## src/rtl/key_scan_if.sv

```systemverilog
// key_scan_if -- keypad-side signal bundle for key_scan.
//   row_in  [3:0] keypad rows, active-low, already synchronised
//   col_out [3:0] column drive, active-low, one-hot-low
//   keynum  [4:0] debounced key code, 0-15 held key, 16 = no key
//   pulse         one-cycle strobe on acceptance of a new press
// slave  : the scanner (drives columns, reports keys)
// master : the keypad / environment (drives rows)
interface key_scan_if;
  logic [3:0] row_in;
  logic [3:0] col_out;
  logic [4:0] keynum;
  logic       pulse;

  modport master (output row_in, input col_out, input keynum, input pulse);
  modport slave  (input row_in, output col_out, output keynum, output pulse);
endinterface

```

## src/rtl/key_scan.sv

```systemverilog
// key_scan -- 4x4 keypad column scanner with frame-based debounce.
//   clk    rising-edge system clock
//   reset  synchronous, active-high
//   kp     key_scan_if.slave: row_in in, col_out/keynum/pulse out
// Each column is driven low for SCAN_DIV cycles; rows are sampled on the
// last cycle of the slot. Four slots form a frame whose result is the lowest
// key code seen (16 if none). A press or release is accepted after
// DEB_FRAMES consistent frames.
module key_scan #(
  parameter int unsigned SCAN_DIV   = 1000,
  parameter int unsigned DEB_FRAMES = 4
) (
  input logic       clk,
  input logic       reset,
  key_scan_if.slave kp
);

  localparam int unsigned SW = (SCAN_DIV > 1) ? $clog2(SCAN_DIV) : 1;
  // One spare count so the increment in RELEASE cannot wrap when DEB_FRAMES=1.
  localparam int unsigned CW = $clog2(DEB_FRAMES + 2);
  localparam logic [4:0]  NO_KEY = 5'd16;

  typedef enum logic [1:0] {IDLE, CONFIRM, HELD, RELEASE} state_e;

  logic [SW-1:0] slot_q, slot_d;
  logic [1:0]    col_q, col_d;
  logic [4:0]    acc_q, acc_d;
  logic [4:0]    res_q, res_d;
  logic          fvalid_q, fvalid_d;
  state_e        state_q, state_d;
  logic [4:0]    cand_q, cand_d;
  logic [CW-1:0] cnt_q, cnt_d;
  logic [4:0]    keynum_q, keynum_d;
  logic          pulse_q, pulse_d;

  logic          last_slot;
  logic [4:0]    slot_code;
  logic [4:0]    frame_min;
  logic [CW-1:0] cnt_inc;
  logic          reach;

  assign last_slot = (slot_q == SW'(SCAN_DIV - 1));

  // Lowest low row in the currently driven column.
  always_comb begin
    slot_code = NO_KEY;
    for (int unsigned r = 0; r < 4; r++) begin
      if (!kp.row_in[r] && slot_code == NO_KEY) begin
        slot_code = {1'b0, col_q, 2'(r)};
      end
    end
  end

  assign frame_min = (slot_code < acc_q) ? slot_code : acc_q;

  // Scan timing and per-frame accumulation.
  always_comb begin
    slot_d   = last_slot ? '0 : slot_q + 1'b1;
    col_d    = last_slot ? col_q + 2'd1 : col_q;
    acc_d    = acc_q;
    res_d    = res_q;
    fvalid_d = 1'b0;
    if (last_slot) begin
      if (col_q == 2'd3) begin
        res_d    = frame_min;
        fvalid_d = 1'b1;
        acc_d    = NO_KEY;
      end else begin
        acc_d = frame_min;
      end
    end
  end

  assign cnt_inc = cnt_q + 1'b1;
  assign reach   = (cnt_inc >= CW'(DEB_FRAMES));

  // Debounce FSM, evaluated once per frame when the frame result is fresh.
  always_comb begin
    state_d  = state_q;
    cand_d   = cand_q;
    cnt_d    = cnt_q;
    keynum_d = keynum_q;
    pulse_d  = 1'b0;
    if (fvalid_q) begin
      case (state_q)
        IDLE: begin
          if (res_q != NO_KEY) begin
            cand_d  = res_q;
            cnt_d   = CW'(1);
            state_d = CONFIRM;
          end
        end
        CONFIRM: begin
          if (res_q == cand_q) begin
            if (reach) begin
              keynum_d = cand_q;
              pulse_d  = 1'b1;
              cnt_d    = '0;
              state_d  = HELD;
            end else begin
              cnt_d = cnt_inc;
            end
          end else if (res_q != NO_KEY) begin
            cand_d = res_q;
            cnt_d  = CW'(1);
          end else begin
            cand_d  = NO_KEY;
            cnt_d   = '0;
            state_d = IDLE;
          end
        end
        HELD: begin
          if (res_q != cand_q) begin
            cnt_d   = CW'(1);
            state_d = RELEASE;
          end
        end
        RELEASE: begin
          if (res_q == cand_q) begin
            cnt_d   = '0;
            state_d = HELD;
          end else if (reach) begin
            keynum_d = NO_KEY;
            cand_d   = NO_KEY;
            cnt_d    = '0;
            state_d  = IDLE;
          end else begin
            cnt_d = cnt_inc;
          end
        end
        default: state_d = IDLE;
      endcase
    end
  end

  always_ff @(posedge clk) begin
    if (reset) begin
      slot_q   <= '0;
      col_q    <= '0;
      acc_q    <= NO_KEY;
      res_q    <= NO_KEY;
      fvalid_q <= 1'b0;
      state_q  <= IDLE;
      cand_q   <= NO_KEY;
      cnt_q    <= '0;
      keynum_q <= NO_KEY;
      pulse_q  <= 1'b0;
    end else begin
      slot_q   <= slot_d;
      col_q    <= col_d;
      acc_q    <= acc_d;
      res_q    <= res_d;
      fvalid_q <= fvalid_d;
      state_q  <= state_d;
      cand_q   <= cand_d;
      cnt_q    <= cnt_d;
      keynum_q <= keynum_d;
      pulse_q  <= pulse_d;
    end
  end

  assign kp.col_out = ~(4'b0001 << col_q);
  assign kp.keynum  = keynum_q;
  assign kp.pulse   = pulse_q;

endmodule
```

## src/flat_wrapper.sv

```systemverilog
// flat-port wrapper written by rule: the top's interface ports become plain ports
module key_scan_flat 
#(
  parameter int unsigned SCAN_DIV   = 1000,
  parameter int unsigned DEB_FRAMES = 4
)
  (clk, reset, kp_row_in, kp_col_out, kp_keynum, kp_pulse);
  key_scan_if kp_i ();
  input logic clk;
  input logic reset;
  input wire logic [$bits(kp_i.row_in)-1:0] kp_row_in;
  output wire logic [$bits(kp_i.col_out)-1:0] kp_col_out;
  output wire logic [$bits(kp_i.keynum)-1:0] kp_keynum;
  output wire logic [$bits(kp_i.pulse)-1:0] kp_pulse;
  assign kp_i.row_in = kp_row_in;
  assign kp_col_out = kp_i.col_out;
  assign kp_keynum = kp_i.keynum;
  assign kp_pulse = kp_i.pulse;
  key_scan #(.SCAN_DIV(SCAN_DIV), .DEB_FRAMES(DEB_FRAMES)) u_core (.clk(clk), .reset(reset), .kp(kp_i));
endmodule
```

## config.mk

```make
export PLATFORM = sky130hd
export DESIGN_NAME = key_scan_flat
export DESIGN_NICKNAME = d
export VERILOG_FILES = /design/src/rtl/key_scan_if.sv /design/src/rtl/key_scan.sv /design/src/flat_wrapper.sv
export SDC_FILE = /design/constraint.sdc
export NUM_CORES = 1
export LEC_CHECK = 0
export BUFFER_PORTS_ARGS = -buffer_cell sky130_fd_sc_hd__buf_2
export CAP_MARGIN = 10
export CORE_ASPECT_RATIO = 1.25
export CORE_UTILIZATION = 60
export CTS_BUF_LIST = sky130_fd_sc_hd__clkbuf_4 sky130_fd_sc_hd__clkbuf_8
export DETAILED_ROUTE_END_ITERATION = 8
export GPL_ROUTABILITY_DRIVEN = 0
export GPL_TIMING_DRIVEN = 0
export PLACE_DENSITY = 0.8
export RECOVER_POWER = 50
export SLEW_MARGIN = 5
export SYNTH_ARGS = -nofsm -noshare
export SYNTH_HDL_FRONTEND = slang
export SYNTH_SLANG_ARGS = --single-unit
```

## constraint.sdc

```tcl
create_clock -name clk -period 2.75 [get_ports clk]
set_input_delay 0.1375 -clock clk [delete_from_list [all_inputs] [get_ports clk]]
set_output_delay 0.1375 -clock clk [all_outputs]
set_load 0.005 [all_outputs]
```

## Word level (Yosys, flattened, before mapping)

Index checks and enable logic that the tools add are counted.

| word-level totals | value |
|---|---|
| register bits | 39 |

| cells by class | value |
|---|---|
| bitwise operators | 5 |
| multiplexer cells | 32 |
| reduce and logical (&&, ||, !) cells | 17 |
| equal/unequal tests | 21 |
| magnitude comparators | 2 |
| shifts and indexed selects | 1 |
| $add $sub $neg | 3 |

Operator list:

| kind | count |
|---|---|
| 2-to-1 mux 5 bit | 13 |
| AND reduction 6 bit | 3 |
| == test 5 bit, second input constant | 3 |
| 2-to-1 mux 3 bit | 5 |
| one-hot mux 5 bit (3 select lines) | 1 |
| 2-to-1 mux 2 bit | 7 |
| one-hot mux 3 bit (4 select lines) | 1 |
| adder 10 x 1 -> 10 bit, second input constant | 1 |
| == test 10 bit, second input constant | 1 |
| != test 2 x 1 -> 1 bit, second input constant | 5 |
| one-hot mux 5 bit (2 select lines) | 1 |
| one-hot mux 2 bit (4 select lines) | 1 |
| == test 2 bit, second input constant | 3 |
| == test 5 bit | 1 |
| less-than comparator 5 bit | 1 |
| != test 5 bit | 1 |
| != test 5 bit, second input constant | 1 |
| != test 2 bit, second input constant | 2 |
| inverter 1 bit | 4 |
| inverter 4 bit | 1 |
| OR reduction 2 bit | 2 |
| OR reduction 4 bit | 1 |
| left shift 1 x 2 -> 4 bit, first input constant | 1 |
| adder 3 x 1 -> 3 bit, second input constant | 1 |
| other kinds (14) | 20 |

## Logic depth before layout (Yosys ltp)

| depth | value |
|---|---|
| word-level depth | 13 |
| gate-level depth with buffers | 11 |

## Least setup slack after synthesis

Ideal clock, no wire load.

| timing path | value |
|---|---|
| path type | register -> register |
| start point | register u_core.col_q[0] |
| end point | register u_core.acc_q[4] |
| arrival time | 2035 ps |
| data required time | 2636 ps |
| slack | 601 ps |
| stages on the path, launching flop included | 11 |
| setup time | 114 ps |
| cells stage by stage | dfxtp_1 inv_1 nor2_1 ha_1 a21oi_1 nor2b_1 o21ai_0 and3_1 clkbuf_1 nand4_1 a21o_1 |

| between the ends | value |
|---|---|
| longest elaborated chain between the ends | 13 |
| elaborated cells between the ends (all ways) | 14 |
| classes of those cells | order compare: 1; eq/ne: 4; mux: 6; reduce/logical: 3 |

Ends and longest elaborated chain:

| element | RTL line | text |
|---|---|---|
| start, declared | key_scan.sv:26 | `logic [1:0] col_q, col_d;` |
| start signal, assigned | key_scan.sv:150 | `col_q <= col_d;` |
| 2-to-1 mux 5 bit | key_scan.sv:48 | `if (!kp.row_in[r] && slot_code == NO_KEY) begin` |
| == test 5 bit | key_scan.sv:48 |  |
| logical AND 1 bit | key_scan.sv:48 |  |
| 2-to-1 mux 5 bit | key_scan.sv:48 |  |
| == test 5 bit | key_scan.sv:48 |  |
| logical AND 1 bit | key_scan.sv:48 |  |
| 2-to-1 mux 5 bit | key_scan.sv:48 |  |
| == test 5 bit | key_scan.sv:48 |  |
| logical AND 1 bit | key_scan.sv:48 |  |
| 2-to-1 mux 5 bit | key_scan.sv:48 |  |
| less-than comparator 5 bit | key_scan.sv:54 | `assign frame_min = (slot_code < acc_q) ? slot_code : acc_q;` |
| 2-to-1 mux 5 bit | key_scan.sv:54 |  |
| 2-to-1 mux 5 bit (*) | key_scan.sv:64 | `if (col_q == 2'd3) begin` |
| end signal, assigned | key_scan.sv:140 | `acc_q <= NO_KEY;` |
| end signal, assigned | key_scan.sv:151 | `acc_q <= acc_d;` |
| end, declared | key_scan.sv:27 | `logic [4:0] acc_q, acc_d;` |

Mark *: on every way between the ends. The rest lies on a longest branch, timed or not.
A chain may end at the register's enable or synchronous reset.

## Worst setup path in the final report

| timing path | value |
|---|---|
| start point | register u_core.col_q[0] |
| end point | register u_core.res_q[1] |

| between the ends | value |
|---|---|
| longest elaborated chain between the ends | 12 |
| elaborated cells between the ends (all ways) | 14 |
| classes of those cells | order compare: 1; eq/ne: 4; mux: 5; reduce/logical: 4 |

Ends and longest elaborated chain:

| element | RTL line | text |
|---|---|---|
| 2-to-1 mux 5 bit | key_scan.sv:48 |  |
| == test 5 bit | key_scan.sv:48 |  |
| logical AND 1 bit | key_scan.sv:48 |  |
| 2-to-1 mux 5 bit | key_scan.sv:48 |  |
| == test 5 bit | key_scan.sv:48 |  |
| logical AND 1 bit | key_scan.sv:48 |  |
| 2-to-1 mux 5 bit | key_scan.sv:48 |  |
| == test 5 bit | key_scan.sv:48 |  |
| logical AND 1 bit | key_scan.sv:48 |  |
| 2-to-1 mux 5 bit | key_scan.sv:48 |  |
| less-than comparator 5 bit | key_scan.sv:54 |  |
| 2-to-1 mux 5 bit | key_scan.sv:54 |  |
| end signal, assigned | key_scan.sv:152 | `res_q <= res_d;` |
| end, declared | key_scan.sv:28 | `logic [4:0] res_q, res_d;` |

Several ways; a longest one is shown, not always the timed one.

==> summary.txt <==
Synthesis
  • Post-synth EDFFs: 0
  • Main flop type after synthesis: dfxtp_1
  • Syn Std Cell Area: just over 2000 µm²
  • Register bit count reported by yosys: 39
  • Most instantiated cells after synthesis: dfxtp_1, nand2_1, a21oi_1
  • Synth area leader: dfxtp_1
  • Syn avg cell area: 8.43 µm²
  • Netlist cell types: 40
  • Synth warnings: 0
  • Synth top area share: 38.0%
  • Synthesized instance count: approximately 240
  • Top cells by area, synth: dfxtp_1, ha_1, a21oi_1, mux2i_1, nand2_1
  • Seq/Total Area, Yosys: between 30% and 40%
  • Async set-reset flop share out of synthesis: 0%
  • Post-Synthesis Net Count: 264
  • Most common cell in the synthesized netlist: dfxtp_1

Clocking
  • CTS tree: done
  • # Post-CTS Setup Buffers: 0
  • Clk buf depth: 2
  • Worst-path clk slew: 0.08 ns
  • Post-CTS Resized: 0
  • Post-cts hold buffer count: 0
  • Clock Latency Late Sink: 0.30 ns
  • Num Clock Sinks: 39
  • CTS H-tree lvls: 2
  • Root cell of the clock tree: clkbuf_8
  • Total CTS buffers: 5

STA
  • Final Slew Violations: 0
  • RSZ-0062 raised after global routing: no
  • Fmax: 414 MHz
  • Final worst slack: 0.333 ns
  • TNS Setup: 0 ns
  • Slew @ Worst Pin: 0.638 ns
  • Period minus WS final: 2.42 ns
  • Fin. Hold Viols: 0
  • Worst relative slew slack: 57.4%
  • Fin crit share: 87.9%
  • Clk_skew: approximately 0.009 ns
  • Endpoints failing setup: 0

Routing
  • Remaining DRCs: 0
  • Vias: 1734
  • Drt first pass iters: 4
  • DRT iter0 DRCs: 27
  • Final wirelength: 4.11 mm
  • Post-route ant nets: 0
  • Drt wl/cell: 13.6 µm
  • Vias/cell: 5.74

Floorplan
  • Initial Utilization: a little over three fifths
  • Core area: 3250 µm²
  • Die ar.: 3670 µm²
  • Die span in x: 54.4 µm
  • Die Y: just under 70 µm
  • Row cnt: 23
  • Io pins: 16

Final layout
  • Fin area: 2290 µm²
  • # nets final: 284
  • Proportion of layout cells with a drive suffix above 1: 8.68%
  • Finished Layout Cells: 302
  • Syn-to-layout area delta: 11.3%
  • Antenna diodes: 0

Pwr
  • Total power draw: 1.17 mW
  • Pwr Density: 513 nW/µm²
  • Max VDD drop: 0.629 mV
  • Leak: roughly 0.88 nW

Critical path
  • Critical path arrival: 2.60 ns
  • Critical path launch point type: flip-flop
  • Crit path top cell by count: a21oi_1
  • Crit path kind: flip-flop to flip-flop
  • CP Capture Type: flip-flop
  • Crit path cell chain: inv_1, nor2_1, ha_1, a21oi_1, nor2b_1, o21ai_0, and3_1, mux2i_1, a21oi_1
  • Crit path required time: a little under 3 ns
  • CP max stage cell: and3_1
  • Max incr delay on CP: ~0.47 ns
  • Crit-path max FO: 11

Place
  • Cell Count Post-Placement: just under 300
  • Dpl cell area: 2170 µm²
  • Port bufs: 14
  • Pre-CTS WS: 0.220 ns
  • HPWL Detailed: 2.99 mm

Global route
  • First-pass GRT wire length: ~6.7 mm
  • GR Util All Layers: 25.7%
  • Pin count of the biggest net entering global routing: 14
  • Antenna violations before repair: 0
  • Remaining global-route overflow: 0
  • Number of global-route vias before repair: 1577

Outcome
  • Status: completed

Job
  • Max cap viols: 0

Min path
  • HP Class: input port to flip-flop
==> layer usage <==
metal	vias up	part of all wire (%)	global-route usage (%)
met2	16	52	47.1
met4	0	2.0	10.6
met1	822	44	26.8
met5	-	0	0
li1	887	-	-
met3	9	2.0	6.31
==> layout by cell type, fill, tap and decap left out, types with 2 or more instances in the layout <==
cell type   n
a31oi_1     2
nand4_1     9
nand2b_1    6
dfxtp_1    39
xnor2_1     7
or3_1       3
xor2_1      6
inv_1      18
inv_2       2
clkbuf_8    5
o21ai_0     5
or4_1       4
ha_1       14
mux2i_1     9
o21ai_1    13
buf_2       8
nor3_1      4
nor2b_1     3
nor2_1     17
bufinv_16   2
and3_1      3
nand3_1     5
clkbuf_1   12
o31ai_1     2
a21o_1      3
nand2_1    23
nand3b_1    4
a21oi_1    23
==> state kept, by name, indices dropped and copies added (netlist names), named ones only <==
signal / cells
u_core.state_q: 1
u_core.cnt_q: 3
u_core.res_q: 5
u_core.fvalid_q: 1
u_core.col_q: 2
u_core.kp.pulse: 1
u_core.acc_q: 5
u_core.kp.keynum: 5
u_core.cand_q: 5
u_core.slot_q: 10
==> cell type report <==
class | instances | area [µm²]
multi-input cells | 178 | 1160
fillers | 271 | 963
flip-flops and latches | 39 | 781
inverters | 20 | 75.1
clock buffers | 5 | 68.8
clock inverters | 3 | 67.6
repair buffers | 14 | 62.6
well taps | 37 | 46.3
plain buffers | 6 | 22.5
==> critical path: cells and delay by family (launching register included) <==
kind	cells	cell delay (ns)
and+or+nand+nor	3	0.74
AOI/OAI and AO/OA	3	0.43
DFF	1	0.40
muxes	1	0.33
adders and majority gates	1	0.29
buffers and inverters	1	0.10
==> worst paths after layout <==
check                    from                to  slack, ns  cells after the start
min              kp_row_in[2]   u_core.acc_q[1]       0.22                      4
max reg2reg   u_core.col_q[0]   u_core.res_q[1]       0.33                      9
max           u_core.col_q[0]   u_core.res_q[1]       0.33                      9
min reg2reg  u_core.slot_q[0]  u_core.slot_q[0]       0.45                      1
==> report_power, final <==
| group | leakage [nW] | internal, mW | switching (mW) |
|---|---|---|---|
| Clock | 0.0644 | 0.362 | 0.205 |
| Combinational | 0.503 | 0.0121 | 0.0250 |
| Sequential | 0.315 | 0.568 | 0.00288 |
| Total | 0.882 | 0.942 | 0.233 |
==> cell families after synthesis <==
group           after synthesis  synth area share, %
flops                        39                 38.0
buf+inv                      27                 4.99
mux                           9                 4.38
compound gates               53                 15.1
fa+ha+maj                    14                 8.52
xor+xnor                     13                 5.54
simple gates                 89                 23.5
==> metrics by stage <==
step / hold WS, ns / utilization, %
finish: 0.223 / 70.4
global placement: 0.431 / 66.8
global route: 0.270 / 70.4
detailed placement: 0.436 / 66.8
CTS: 0.211 / 71.0
floorplan: 0.388 / -
Note: power is estimated with default switching activity, not from simulation.
